File: src/rtl/transit_timer_if.sv
// Sensor inputs, result handshake and status outputs of transit_timer_scheduler.
// The scheduler takes the slave side; the sensor front end and consumer take the master side.
interface transit_timer_if;
   logic [3:0]  entry_in;
   logic [3:0]  exit_in;
   logic        res_ready;
   logic        res_valid;
   logic [1:0]  res_sec;
   logic [18:0] res_ms;
   logic        res_timeout;
   logic [3:0]  busy;
   logic        ms_tick;

   modport master (
      output entry_in, exit_in, res_ready,
      input  res_valid, res_sec, res_ms, res_timeout, busy, ms_tick
   );

   modport slave (
      input  entry_in, exit_in, res_ready,
      output res_valid, res_sec, res_ms, res_timeout, busy, ms_tick
   );
endinterface

File: src/rtl/transit_timer_scheduler.sv
// Per-section train transit timing sharing one ms prescaler and timestamp, with
// round-robin arbitration of completed results onto a single valid/ready port.
module transit_timer_scheduler #(
   parameter int CLK_PER_MS = 50000,
   parameter int N_SEC      = 4,
   parameter int TIMEOUT_MS = 60000
) (
   input  logic           clk,
   input  logic           rst,
   transit_timer_if.slave bus
);
   localparam int              PW        = (CLK_PER_MS > 1) ? $clog2(CLK_PER_MS) : 1;
   localparam logic [PW-1:0]   PRESC_MAX = PW'(CLK_PER_MS - 1);
   localparam logic [18:0]     TIMEOUT   = 19'(TIMEOUT_MS);

   typedef enum logic [1:0] {S_IDLE, S_RUN, S_DONE} sec_state_t;

   logic [PW-1:0]    presc;
   logic [18:0]      timestamp;
   logic             tick;

   logic [N_SEC-1:0] prev_entry;
   logic [N_SEC-1:0] prev_exit;
   logic [N_SEC-1:0] entry_edge;
   logic [N_SEC-1:0] exit_edge;

   sec_state_t       state_q [N_SEC];
   sec_state_t       state_d [N_SEC];
   logic [18:0]      start_q [N_SEC];
   logic [18:0]      start_d [N_SEC];
   logic [18:0]      rslt_q  [N_SEC];
   logic [18:0]      rslt_d  [N_SEC];
   logic             tout_q  [N_SEC];
   logic             tout_d  [N_SEC];
   logic [18:0]      elapsed [N_SEC];

   logic [1:0]       rr_ptr;
   logic [1:0]       cand;
   logic [1:0]       grant_idx;
   logic             grant_found;
   logic             load;

   logic             res_valid_q;
   logic [1:0]       res_sec_q;
   logic [18:0]      res_ms_q;
   logic             res_to_q;

   assign tick       = (presc == PRESC_MAX);
   assign entry_edge = bus.entry_in & ~prev_entry;
   assign exit_edge  = bus.exit_in & ~prev_exit;
   assign load       = !res_valid_q || bus.res_ready;

   // NOTE: every signal written in an always_comb gets a default at the top of the
   // block, so no path leaves it unassigned and no latch is inferred.
   always_comb begin
      grant_found = 1'b0;
      grant_idx   = 2'd0;
      cand        = 2'd0;
      for (int k = 0; k < N_SEC; k++) begin
         cand = rr_ptr + 2'(k);
         if (!grant_found && state_q[cand] == S_DONE) begin
            grant_found = 1'b1;
            grant_idx   = cand;
         end
      end
   end

   // Section FSMs; a section leaves DONE only on the edge its result is loaded.
   always_comb begin
      for (int i = 0; i < N_SEC; i++) begin
         state_d[i] = state_q[i];
         start_d[i] = start_q[i];
         rslt_d[i]  = rslt_q[i];
         tout_d[i]  = tout_q[i];
         elapsed[i] = timestamp - start_q[i];
         case (state_q[i])
            S_IDLE: begin
               if (entry_edge[i]) begin
                  state_d[i] = S_RUN;
                  start_d[i] = timestamp;
               end
            end
            S_RUN: begin
               if (exit_edge[i]) begin
                  state_d[i] = S_DONE;
                  rslt_d[i]  = elapsed[i];
                  tout_d[i]  = 1'b0;
               end else if (elapsed[i] >= TIMEOUT) begin
                  state_d[i] = S_DONE;
                  rslt_d[i]  = TIMEOUT;
                  tout_d[i]  = 1'b1;
               end
            end
            S_DONE: begin
               if (load && grant_found && grant_idx == 2'(i)) state_d[i] = S_IDLE;
            end
            default: state_d[i] = S_IDLE;
         endcase
      end
   end

   // NOTE: sequential state uses non-blocking assignments only, so every register
   // samples the pre-edge values regardless of process ordering.
   always_ff @(posedge clk) begin
      if (rst) begin
         presc       <= '0;
         timestamp   <= '0;
         prev_entry  <= '0;
         prev_exit   <= '0;
         rr_ptr      <= 2'd0;
         res_valid_q <= 1'b0;
         res_sec_q   <= 2'd0;
         res_ms_q    <= '0;
         res_to_q    <= 1'b0;
         // NOTE: the per-section arrays are small flop banks, not RAM, so clearing
         // them in reset is cheap and keeps stale results from leaking out.
         for (int i = 0; i < N_SEC; i++) begin
            state_q[i] <= S_IDLE;
            start_q[i] <= '0;
            rslt_q[i]  <= '0;
            tout_q[i]  <= 1'b0;
         end
      end else begin
         presc      <= tick ? '0 : presc + 1'b1;
         timestamp  <= timestamp + 19'(tick);
         prev_entry <= bus.entry_in;
         prev_exit  <= bus.exit_in;
         for (int i = 0; i < N_SEC; i++) begin
            state_q[i] <= state_d[i];
            start_q[i] <= start_d[i];
            rslt_q[i]  <= rslt_d[i];
            tout_q[i]  <= tout_d[i];
         end
         if (load) begin
            res_valid_q <= grant_found;
            if (grant_found) begin
               res_sec_q <= grant_idx;
               res_ms_q  <= rslt_q[grant_idx];
               res_to_q  <= tout_q[grant_idx];
               rr_ptr    <= grant_idx + 2'd1;
            end
         end
      end
   end

   always_comb begin
      bus.busy = '0;
      for (int i = 0; i < N_SEC; i++) bus.busy[i] = (state_q[i] == S_RUN);
   end

   assign bus.ms_tick     = tick;
   assign bus.res_valid   = res_valid_q;
   assign bus.res_sec     = res_sec_q;
   assign bus.res_ms      = res_ms_q;
   assign bus.res_timeout = res_to_q;
endmodule

File: src/flat_wrapper.sv
// flat-port wrapper written by rule: the top's interface ports become plain ports
module transit_timer_scheduler_flat 
#(
   parameter int CLK_PER_MS = 50000,
   parameter int N_SEC      = 4,
   parameter int TIMEOUT_MS = 60000
)
  (clk, rst, bus_entry_in, bus_exit_in, bus_res_ready, bus_res_valid, bus_res_sec, bus_res_ms, bus_res_timeout, bus_busy, bus_ms_tick);
  transit_timer_if bus_i ();
  input  logic clk;
  input  logic rst;
  input wire logic [$bits(bus_i.entry_in)-1:0] bus_entry_in;
  input wire logic [$bits(bus_i.exit_in)-1:0] bus_exit_in;
  input wire logic [$bits(bus_i.res_ready)-1:0] bus_res_ready;
  output wire logic [$bits(bus_i.res_valid)-1:0] bus_res_valid;
  output wire logic [$bits(bus_i.res_sec)-1:0] bus_res_sec;
  output wire logic [$bits(bus_i.res_ms)-1:0] bus_res_ms;
  output wire logic [$bits(bus_i.res_timeout)-1:0] bus_res_timeout;
  output wire logic [$bits(bus_i.busy)-1:0] bus_busy;
  output wire logic [$bits(bus_i.ms_tick)-1:0] bus_ms_tick;
  assign bus_i.entry_in = bus_entry_in;
  assign bus_i.exit_in = bus_exit_in;
  assign bus_i.res_ready = bus_res_ready;
  assign bus_res_valid = bus_i.res_valid;
  assign bus_res_sec = bus_i.res_sec;
  assign bus_res_ms = bus_i.res_ms;
  assign bus_res_timeout = bus_i.res_timeout;
  assign bus_busy = bus_i.busy;
  assign bus_ms_tick = bus_i.ms_tick;
  transit_timer_scheduler #(.CLK_PER_MS(CLK_PER_MS), .N_SEC(N_SEC), .TIMEOUT_MS(TIMEOUT_MS)) u_core (.clk(clk), .rst(rst), .bus(bus_i));
endmodule
File: config.mk
export PLATFORM = sky130hd
export DESIGN_NAME = transit_timer_scheduler_flat
export DESIGN_NICKNAME = d
export VERILOG_FILES = /design/src/rtl/transit_timer_if.sv /design/src/rtl/transit_timer_scheduler.sv /design/src/flat_wrapper.sv
export SDC_FILE = /design/constraint.sdc
export NUM_CORES = 1
export LEC_CHECK = 0
export ABC_AREA = 1
export BUFFER_PORTS_ARGS = -buffer_cell sky130_fd_sc_hd__buf_2
export CORE_MARGIN = 4
export CORE_UTILIZATION = 49
export DETAILED_ROUTE_END_ITERATION = 10
export PLACE_DENSITY = 0.65
export SYNTH_ARGS = -nofsm -noshare
export SYNTH_HDL_FRONTEND = slang
export SYNTH_SLANG_ARGS = --single-unit
File: constraint.sdc
create_clock -name clk -period 4.1 [get_ports clk]
set_clock_uncertainty 0.1 [all_clocks]
set_input_delay 0.82 -clock clk [delete_from_list [all_inputs] [get_ports clk]]
set_output_delay 0.82 -clock clk [all_outputs]
set_load 0.02 [all_outputs]
==> flow_metrics.py, run 1 <==
metrics = {
    "place": {
        "dpl.hpwl_um": 36400,
        "port_buffers": 38,
        "dp.cells": 2671,
        "routabilityCongestion": 0.996,
    },
    "synthesis": {
        "async_reset_ff_frac": 0,
        "synth-seq-cells": 234,
        "syn_area_per_cell_sq_um": 6.58,
        "syn_inst": 2279,
        "synth_top_area_cell": "dfxtp_1",
        "synth_area_sq_mm": 0.0150,
        "synth_seq_area_share": 0.366,
        "synthFlopType": "dfxtp_1",
        "synth_cell_types": 43,
        "synthTopCellsByArea": "dfxtp_1, nand2_1, edfxtp_1, inv_1, nor2_1",
        "synth_top_area_share": 0.206,
        "yosysWarnings": 0,
        "synth_edf_count": 80,
        "synth_fp_nets": 2373,
    },
    "global_route": {
        "grt_usage": 0.277,
        "grt_max_degree": 52,
        "grt_pass1_vias": 13400,
        "overflow": 0,
        "grt_pass1_wl_um": 73700,
        "antenna_found_initial": 0,
    },
    "floorplan": {
        "start_util": 0.501,
        "die_x_um": 183,
        "core_sq_mm": 0.0300,
        "row_count": 63,
        "die_h_um": 183,
        "io_pins": 39,
        "die_area_sq_mm": 0.0335,
    },
    "finish": {
        "final_layout_size_suffix_gt1_frac": 0.0567,
        "fin_util": 0.549,
        "multiInputGateArea_sq_mm": 0.00781,
        "nFillCells": 2997,
        "num-nets-final": 2404,
        "register_area_sq_mm": 0.00549,
        "area_growth_pct": 9.72,
        "layout.cells.non_filler": 2720,
        "antenna_cells": 0,
    },
    "timing": {
        "slew_headroom": 0.569,
        "hold_violations": 0,
        "worstMarginPinSlew_ns": 0.646,
        "fin_crit_sh": 0.848,
        "period_needed_ns": 3.48,
        "grt_setup_unrepaired": "false",
        "setup_viol": 0,
        "max_freq_mhz": 288,
        "slew_violations": 0,
        "fin_tns_setup_ns": 0,
    },
    "clock_network": {
        "clockBufferDepth": 3,
        "cts_buffers": 27,
        "cts-hold-fix-buffers": 0,
        "htree_levels": 1,
        "post_cts_buffers": 0,
        "cts.root.buffer_cell": "clkbuf_16",
        "path_clk_slew_ns": 0.06,
        "cts.sinks": 234,
        "cts_tree": "built",
        "ctsResizeCount": 0,
        "clkLatencyLatePin_ns": 0.53,
    },
    "pwr": {
        "pwr_density_cell_mw_per_mm2": 527,
        "switchingPower_uw": 3590,
        "clockPowerShare": 0.275,
        "leakagePower_uw": 0.00839,
        "seqPwrFrac": 0.321,
        "p_int_uw": 5090,
        "ir_worst_vdd_v": 0.000372,
        "p_sw_frac": 0.414,
        "pwr-share-comb": 0.404,
    },
    "drt": {
        "vias": 14300,
        "ant_nets": 0,
        "wire_per_inst_um": 17.3,
        "drtIter0Drc": 1147,
        "vias_per_cell": 5.24,
        "dr.pass1.iters": 5,
        "routed_wl_um": 46900,
        "route.detailed.drc": 0,
    },
    "hold_path": {
        "min_to": "u_core.start_q[3][7]",
        "hold_class": "flip-flop to flip-flop",
        "hold_start": "u_core.start_q[3][7]",
        "min_path_cells": 2,
    },
    "worst_setup_path": {
        "crit_fanout": 15,
        "rrSetupSlack_ns": 0.62,
        "start_kind": "flip-flop",
        "worstReg2RegEnd": "u_core.rslt_q[0][4]",
        "r2r_start": "u_core.timestamp[12]",
        "crit_required_ns": 4.28,
        "worst_r2r_path_depth": 15,
        "critical_path_class": "flip-flop to flip-flop",
        "cp-end-kind": "flip-flop",
        "cp.arrival_ns": 3.66,
    },
    "run": {
        "cap_violations": 0,
    },
    "outcome": {
        "outcome": "finished, final reports clean",
    },
}
[metrics by stage]
| step | worst slack (ns) | hold WS, ns | area (sq um) | power [uW] |
|---|---|---|---|---|
| 2_1_floorplan | 0.953 | 0.318 | 15000 | 5340 |
| 3_3_place_gp | 0.729 | 0.330 | 15600 | 6240 |
| 3_5_place_dp | 0.708 | 0.348 | 15600 | 6270 |
| 4_1_cts | 0.661 | 0.360 | 16500 | 8670 |
| 5_1_grt | 0.298 | 0.372 | 16500 | 9250 |
| 6_report | 0.623 | 0.355 | 16500 | 8680 |
[power groups by stage]
stage / Clock (uW) / Sequential [uW] / Combinational (uW)
6_report: 2390 / 2790 / 3500
5_1_grt: 2520 / 2810 / 3920
4_1_cts: 2420 / 2790 / 3460
3_5_place_dp: 0 / 2840 / 3440
3_3_place_gp: 0 / 2830 / 3410
2_1_floorplan: 0 / 2870 / 2480
[how the worst max path moves through the flow]
stage,startpoint,depth (start not counted),slack (ns),end
after floorplan,u_core.timestamp[1],19,0.95,u_core.rslt_q[1][0]
after global placement,u_core.timestamp[12],15,0.73,u_core.rslt_q[0][4]
after detailed placement,u_core.timestamp[0],21,0.71,u_core.rslt_q[1][7]
after CTS,u_core.timestamp[0],21,0.66,u_core.rslt_q[1][5]
after global routing,u_core.timestamp[0],20,0.30,u_core.rslt_q[1][2]
final,u_core.timestamp[12],15,0.62,u_core.rslt_q[0][4]
[state kept, by name, summed over array words and instances, names as in the netlist, named ones only]
name / flops
u_core.rslt_q: 76
u_core.bus.res_valid: 1
u_core.start_q: 76
u_core.bus.res_sec: 2
u_core.prev_exit: 4
u_core.state_q: 8
u_core.rr_ptr: 2
u_core.timestamp: 19
u_core.bus.res_ms: 19
u_core.presc: 16
u_core.tout_q: 4
u_core.bus.res_timeout: 1
u_core.prev_entry: 4
[critical path, stage by stage, from the launching register on]
cell,delay [ns]
dfxtp_1,0.68
ha_1,0.41
nand2_1,0.14
nor2_1,0.18
inv_1,0.06
nor2_1,0.20
nand3_1,0.18
nand3_1,0.12
nand2_1,0.05
nand2_1,0.17
nand3_1,0.11
a21oi_1,0.12
nand2_1,0.12
nand2_1,0.11
nand2_1,0.18
buf_4,0.29
[cell families after synthesis]
kind of cell	synth area share
xor gates and xnor gates	0.0105
AOI/OAI and AO/OA	0.105
DFF	0.366
buffers and inverters	0.115
and+or+nand+nor	0.333
adders and majority gates	0.0713
[layout by cell type (no fill, tap or decap), types with 5 or more instances in the layout]
master       n
xor2_1      14
a21oi_1    164
inv_1      375
o21ai_0    128
nor3_1      25
clkinv_1    10
buf_2       38
nand2_1    647
nand2_2      5
clkbuf_1     5
inv_2        6
nand3_1    169
clkbuf_16   27
ha_1        79
buf_4       21
dfxtp_1    154
nand3b_1    16
edfxtp_1    80
nor2_1     275
and2_1       7
nand4_1     19
or2_2        7
[cells in the mapped netlist (2+ instances only)]
cell / n
edfxtp_1: 80
clkbuf_1: 37
nor3b_2: 2
buf_6: 2
clkinv_1: 4
fa_1: 4
ha_1: 79
nor3_1: 25
nand3_1: 169
nor2_1: 275
inv_1: 375
or2_1: 4
nand4_1: 19
nor3b_1: 2
a21oi_1: 164
buf_4: 9
and2_1: 7
a21oi_4: 2
nand3b_1: 16
dfxtp_1: 154
inv_2: 5
o211ai_1: 2
or2_0: 4
nor2_2: 4
or2_2: 7
xnor2_1: 4
nand2_1: 647
inv_4: 2
nor4_1: 8
buf_2: 8
o21bai_1: 3
nand2_2: 5
o21ai_0: 128
xor2_1: 14
[layer usage]
metal | wire length, um | vias up | global-route usage
met5 | 0 | - | 0
met4 | 2000 | 0 | 0.104
met3 | 2900 | 91 | 0.0387
met2 | 20500 | 395 | 0.444
met1 | 21500 | 6500 | 0.383
li1 | - | 7278 | -
[area by class of cell]
| class | count | area share |
|---|---|---|
| clock buffers | 34 | 0.0439 |
| inverters | 386 | 0.0884 |
| flip-flops and latches | 234 | 0.333 |
| well taps | 390 | 0.0297 |
| repair buffers | 59 | 0.0211 |
| multi-input cells | 1602 | 0.475 |
| clock inverters | 15 | 0.00905 |
No activity file was read; power rests on OpenSTA's default activity.
==> inputs of run 2 (changes only) <==
- PLACE_DENSITY: 0.65 -> 0.68
- clock period: 4.1 -> 3.1 ns (I/O delays scaled with it)
==> flow_metrics.py, run 2 (synthesis gave the netlist of run 1 again) <==
metrics = {
    "drt": {
        "ant_nets": 0,
        "wl_met2_um": 20600,
        "routed_wl_um": 47400,
        "met3_length_um": 2970,
        "wire_per_inst_um": 16.8,
        "drtIter0Drc": 1171,
        "vias_per_cell": 5.24,
        "route.detailed.drc": 0,
        "dr.max_layer_used": "met4",
        "dr.pass1.iters": 6,
        "drt-met1-wl_um": 21900,
        "vias": 14700,
    },
    "finish": {
        "largest_registers": "u_core.rslt_q: 76 flops, u_core.start_q: 76 flops",
        "layout.cells.non_filler": 2814,
        "nFillCells": 2938,
        "final_layout_size_suffix_gt1_frac": 0.132,
        "num-nets-final": 2498,
        "layout_common_cells": "nand2_1, inv_1, nor2_1",
        "fin_util": 0.590,
        "area_growth_pct": 17.8,
        "layout_commonest_cell": "nand2_1",
        "antenna_cells": 0,
    },
    "clock_network": {
        "cts.sinks": 234,
        "clockBufferDepth": 3,
        "cts.root.buffer_cell": "clkbuf_16",
        "clkLatencyLatePin_ns": 0.54,
        "cts-hold-fix-buffers": 0,
        "cts_buffers": 26,
        "htree_levels": 1,
        "path_clk_slew_ns": 0.07,
        "cts_tree": "built",
    },
    "global_route": {
        "grt_max_degree": 68,
        "grt_usage": 0.277,
        "grt_pass1_vias": 13800,
        "antenna_found_initial": 2,
        "grt_pass1_wl_um": 73900,
        "overflow": 0,
    },
    "place": {
        "dp.cells": 2758,
        "port_buffers": 38,
        "place_ws_ns": -0.0458,
        "dpl.hpwl_um": 37000,
        "routabilityCongestion": 0.999,
    },
    "timing": {
        "max_freq_mhz": 345,
        "slew_violations": 0,
        "worstMarginPinSlew_ns": 0.618,
        "setup_ws_ns": 0.201,
        "fin_crit_sh": 0.935,
        "slew_headroom": 0.587,
        "hold_violations": 0,
        "setup_viol": 0,
        "period_needed_ns": 2.90,
    },
    "pwr": {
        "power_uw": 11800,
        "leakagePower_uw": 0.00892,
        "pwr_density_cell_mw_per_mm2": 667,
        "ir_worst_vdd_v": 0.000735,
    },
    "run": {
        "cap_violations": 0,
    },
    "floorplan": {
        "start_util": 0.501,
        "die_x_um": 183,
        "die_area_sq_mm": 0.0335,
        "die_h_um": 183,
        "row_count": 63,
        "io_pins": 39,
        "core_sq_mm": 0.0300,
    },
    "worst_setup_path": {
        "crit_fanout": 10,
        "start_kind": "flip-flop",
        "crit_required_ns": 3.27,
        "cp.arrival_ns": 3.07,
        "critical_path_class": "flip-flop to flip-flop",
        "cp-end-kind": "flip-flop",
    },
    "outcome": {
        "outcome": "finished, final reports clean",
    },
    "hold_path": {
        "hold_class": "input port to flip-flop",
    },
}
## run 2: changes by cell type in the layout (fill, tap and decap cells not counted), sizes merged
cell and delta:
clkinv -4, clkinvlp +5, buf +92, inv +1
## run 2: worst paths after layout
check | startpoint | end | slack (ns) | depth (start not counted)
min | bus_exit_in[3] | u_core.prev_exit[3] | 0.20 | 3
max reg2reg | u_core.timestamp[0] | u_core.rslt_q[2][6] | 0.20 | 21
max | u_core.timestamp[0] | u_core.rslt_q[2][6] | 0.20 | 21
min reg2reg | u_core.presc[0] | u_core.presc[0] | 0.32 | 1
## run 2: power breakdown
group	switching [uW]	total (uW)	leakage [uW]	internal [uW]
Sequential	160	3670	0.00211	3510
Clock	1300	3180	0.000422	1870
Combinational	3380	4940	0.00639	1560
Total	4840	11800	0.00892	6940
## run 2: through the flow
step                hold slack, ns  setup TNS [ns]  cell area [sq um]
global route                 0.217          -0.273              17700
finish                       0.197               0              17700
global placement             0.329          -0.638              16400
detailed placement           0.343          -0.622              16400
CTS                          0.185               0              17300
floorplan                    0.318               0              15000
## run 2: metal layers
| metal | vias to the layer above | track usage |
|---|---|---|
| met5 | - | 0 |
| met4 | 0 | 0.0977 |
| met3 | 97 | 0.0305 |
| met2 | 460 | 0.439 |
| met1 | 6734 | 0.395 |
| li1 | 7457 | - |
## run 2: what timing repair did
item,CTS,global route
endpoints found under the setup margin,20,158
gates cloned,0,4
pin swaps,0,6
setup buffers,0,4
gates resized for setup,3,100
## run 2: worst max-delay path: stages (launching register included)
cell and delay [ns]:
dfxtp_2 0.33, inv_4 0.08, buf_4 0.12, ha_1 0.15, inv_2 0.04, fa_2 0.34
nand2_1 0.09, nand2_1 0.07, nand3_1 0.09, nand2_1 0.10, nand2_1 0.09, nand2_1 0.07
nand2_1 0.06, nand2_1 0.07, nor2_1 0.11, nand3_1 0.07, nor2_1 0.10, nor2_1 0.07
nand2_2 0.10, nand2_2 0.09, nand2_4 0.12, clkbuf_16 0.17
## run 2: area by class of cell
cell class | count | area, sq um | share of cell area
clock inverters | 17 | 194 | 0.0110
repair buffers | 154 | 1260 | 0.0716
clock buffers | 31 | 699 | 0.0396
well taps | 390 | 488 | 0.0276
inverters | 386 | 1460 | 0.0824
flip-flops and latches | 234 | 5500 | 0.311
multi-input cells | 1602 | 8070 | 0.457
==> inputs of run 3 (changes only) <==
- PLACE_DENSITY: 0.68 -> 0.73
==> flow_metrics.py, run 3 (synthesis gave the netlist of run 1 again) <==
metrics = {
    "outcome": {
        "outcome": "finished, final reports clean",
    },
    "floorplan": {
        "row_count": 63,
        "io_pins": 39,
        "die_h_um": 183,
        "die_x_um": 183,
        "start_util": 0.501,
        "core_sq_mm": 0.0300,
        "die_area_sq_mm": 0.0335,
    },
    "hold_path": {
        "hold_class": "input port to flip-flop",
    },
    "drt": {
        "dr.max_layer_used": "met4",
        "met3_length_um": 3760,
        "vias": 15000,
        "drt-met1-wl_um": 20800,
        "routed_wl_um": 47500,
        "route.detailed.drc": 0,
        "wire_per_inst_um": 17.0,
        "ant_nets": 0,
        "vias_per_cell": 5.38,
        "dr.pass1.iters": 6,
        "wl_met2_um": 21200,
        "drtIter0Drc": 1602,
    },
    "place": {
        "routabilityCongestion": 1.03,
        "dpl-instance-area_sq_mm": 0.0162,
        "port_buffers": 38,
        "dpl.hpwl_um": 36000,
    },
    "worst_setup_path": {
        "crit_chain": "inv_2 -> buf_12 -> ha_1 -> inv_1 -> fa_2 -> nand2_1 -> nand2_1 -> nand3_1 -> nand2_2 -> nand2_1 -> nand2_1 -> nand2_1 -> nand3b_1 -> nand2_2 -> nand3_1 -> a21oi_2 -> nand2_2 -> nand2_2 -> nand2_4 -> clkbuf_16",
        "crit_top_cell": "nand2_1",
        "critical_path_class": "flip-flop to flip-flop",
        "crit_required_ns": 3.30,
        "cp.arrival_ns": 3.27,
        "cpPeakStageDelay_ns": 0.40,
        "crit_fanout": 5,
        "cp_slowest_cell": "fa_2",
        "start_kind": "flip-flop",
        "cp-end-kind": "flip-flop",
    },
    "global_route": {
        "grt_pass1_vias": 13400,
        "grt_usage": 0.267,
        "grt_pass1_wl_um": 71700,
        "overflow": 0,
        "grt_max_degree": 50,
        "antenna_found_initial": 0,
    },
    "clock_network": {
        "cts-hold-fix-buffers": 0,
        "cts_tree": "built",
        "cts.sinks": 234,
        "htree_levels": 1,
        "path_clk_slew_ns": 0.06,
        "clockBufferDepth": 3,
        "cts_buffers": 26,
        "clkLatencyLatePin_ns": 0.54,
        "cts.root.buffer_cell": "clkbuf_16",
    },
    "timing": {
        "grt_setup_unrepaired": "true",
        "slew_headroom": 0.473,
        "slew_violations": 0,
        "max_freq_mhz": 325,
        "hold_violations": 0,
        "worstMarginPinSlew_ns": 0.789,
        "setup_viol": 0,
        "fin_tns_setup_ns": 0,
        "period_needed_ns": 3.07,
        "fin_crit_sh": 0.991,
    },
    "finish": {
        "layout_common_cells": "nand2_1, inv_1, nor2_1",
        "largest_registers": "u_core.rslt_q: 76 flops, u_core.start_q: 76 flops",
        "area_growth_pct": 16.3,
        "num-nets-final": 2478,
        "design_area_sq_mm": 0.0174,
        "final_layout_size_suffix_gt1_frac": 0.115,
        "fin_util": 0.582,
        "antenna_cells": 0,
        "layout_commonest_cell": "nand2_1",
    },
    "pwr": {
        "pwr_density_cell_mw_per_mm2": 655,
        "ir_worst_vdd_v": 0.000557,
        "leakagePower_uw": 0.00886,
    },
    "run": {
        "cap_violations": 0,
    },
}
-- run 3: cell types whose count changed in the layout (fill, tap and decap cells not counted), moves of 4 or more --
cell and change:
buf_4 -19, clkbuf_16 +5, nand2_1 +10, buf_6 -4, clkbuf_1 +6, nand2_2 -11
-- run 3: metal layers --
layer / GRT usage / up-vias
met4: 0.0894 / 0
li1: - / 7410
met5: 0 / -
met1: 0.374 / 6942
met3: 0.0363 / 98
met2: 0.428 / 571
-- run 3: area by class of cell --
type	count	area (sq um)
fillers	2831	12500
multi-input cells	1602	8010
flip-flops and latches	234	5490
inverters	386	1450
repair buffers	134	1150
clock buffers	40	773
well taps	390	488
clock inverters	7	65.1
-- run 3: worst paths after layout --
check                                         start                   to  slack, ns  cells past startpoint
worst min register to register      u_core.presc[0]      u_core.presc[0]       0.32                      1
worst min-delay path                 bus_exit_in[3]  u_core.prev_exit[3]       0.20                      3
worst max-delay path            u_core.timestamp[0]  u_core.rslt_q[0][8]       0.03                     20
worst max register to register  u_core.timestamp[0]  u_core.rslt_q[0][8]       0.03                     20
-- run 3: power breakdown --
part / total [uW] / internal (uW) / switching, uW / leakage (uW)
Combinational: 4640 / 1450 / 3190 / 0.00634
Clock: 3080 / 1800 / 1280 / 0.000413
Sequential: 3710 / 3510 / 193 / 0.00211
Total: 11400 / 6760 / 4660 / 0.00886
-- run 3: timing repair --
item	in CTS	in global routing
endpoints found under the setup margin	42	153
pin swaps	0	9
gates cloned	0	9
gates resized for setup	2	71
buffers inserted	0	3
-- run 3: per-stage QoR --
step | hold slack, ns | std cells | setup WS [ns] | total power (uW)
floorplan | 0.318 | 2279 | 0.0301 | 7070
global placement | 0.328 | 2734 | 0.0826 | 8070
detailed placement | 0.345 | 2734 | 0.0141 | 8160
CTS | 0.193 | 2781 | 0.0325 | 11200
global route | 0.217 | 2793 | -0.0880 | 12100
finish | 0.197 | 2793 | 0.0272 | 11400
-- run 3: critical path: cells and delay by family (launching register included) --
kind / cells / cell delay, ns
adders and majority gates: 2 / 0.54
and+or+nand+nor: 13 / 1.23
DFF: 1 / 0.32
buffers and inverters: 4 / 0.52
AOI/OAI and AO/OA: 1 / 0.13
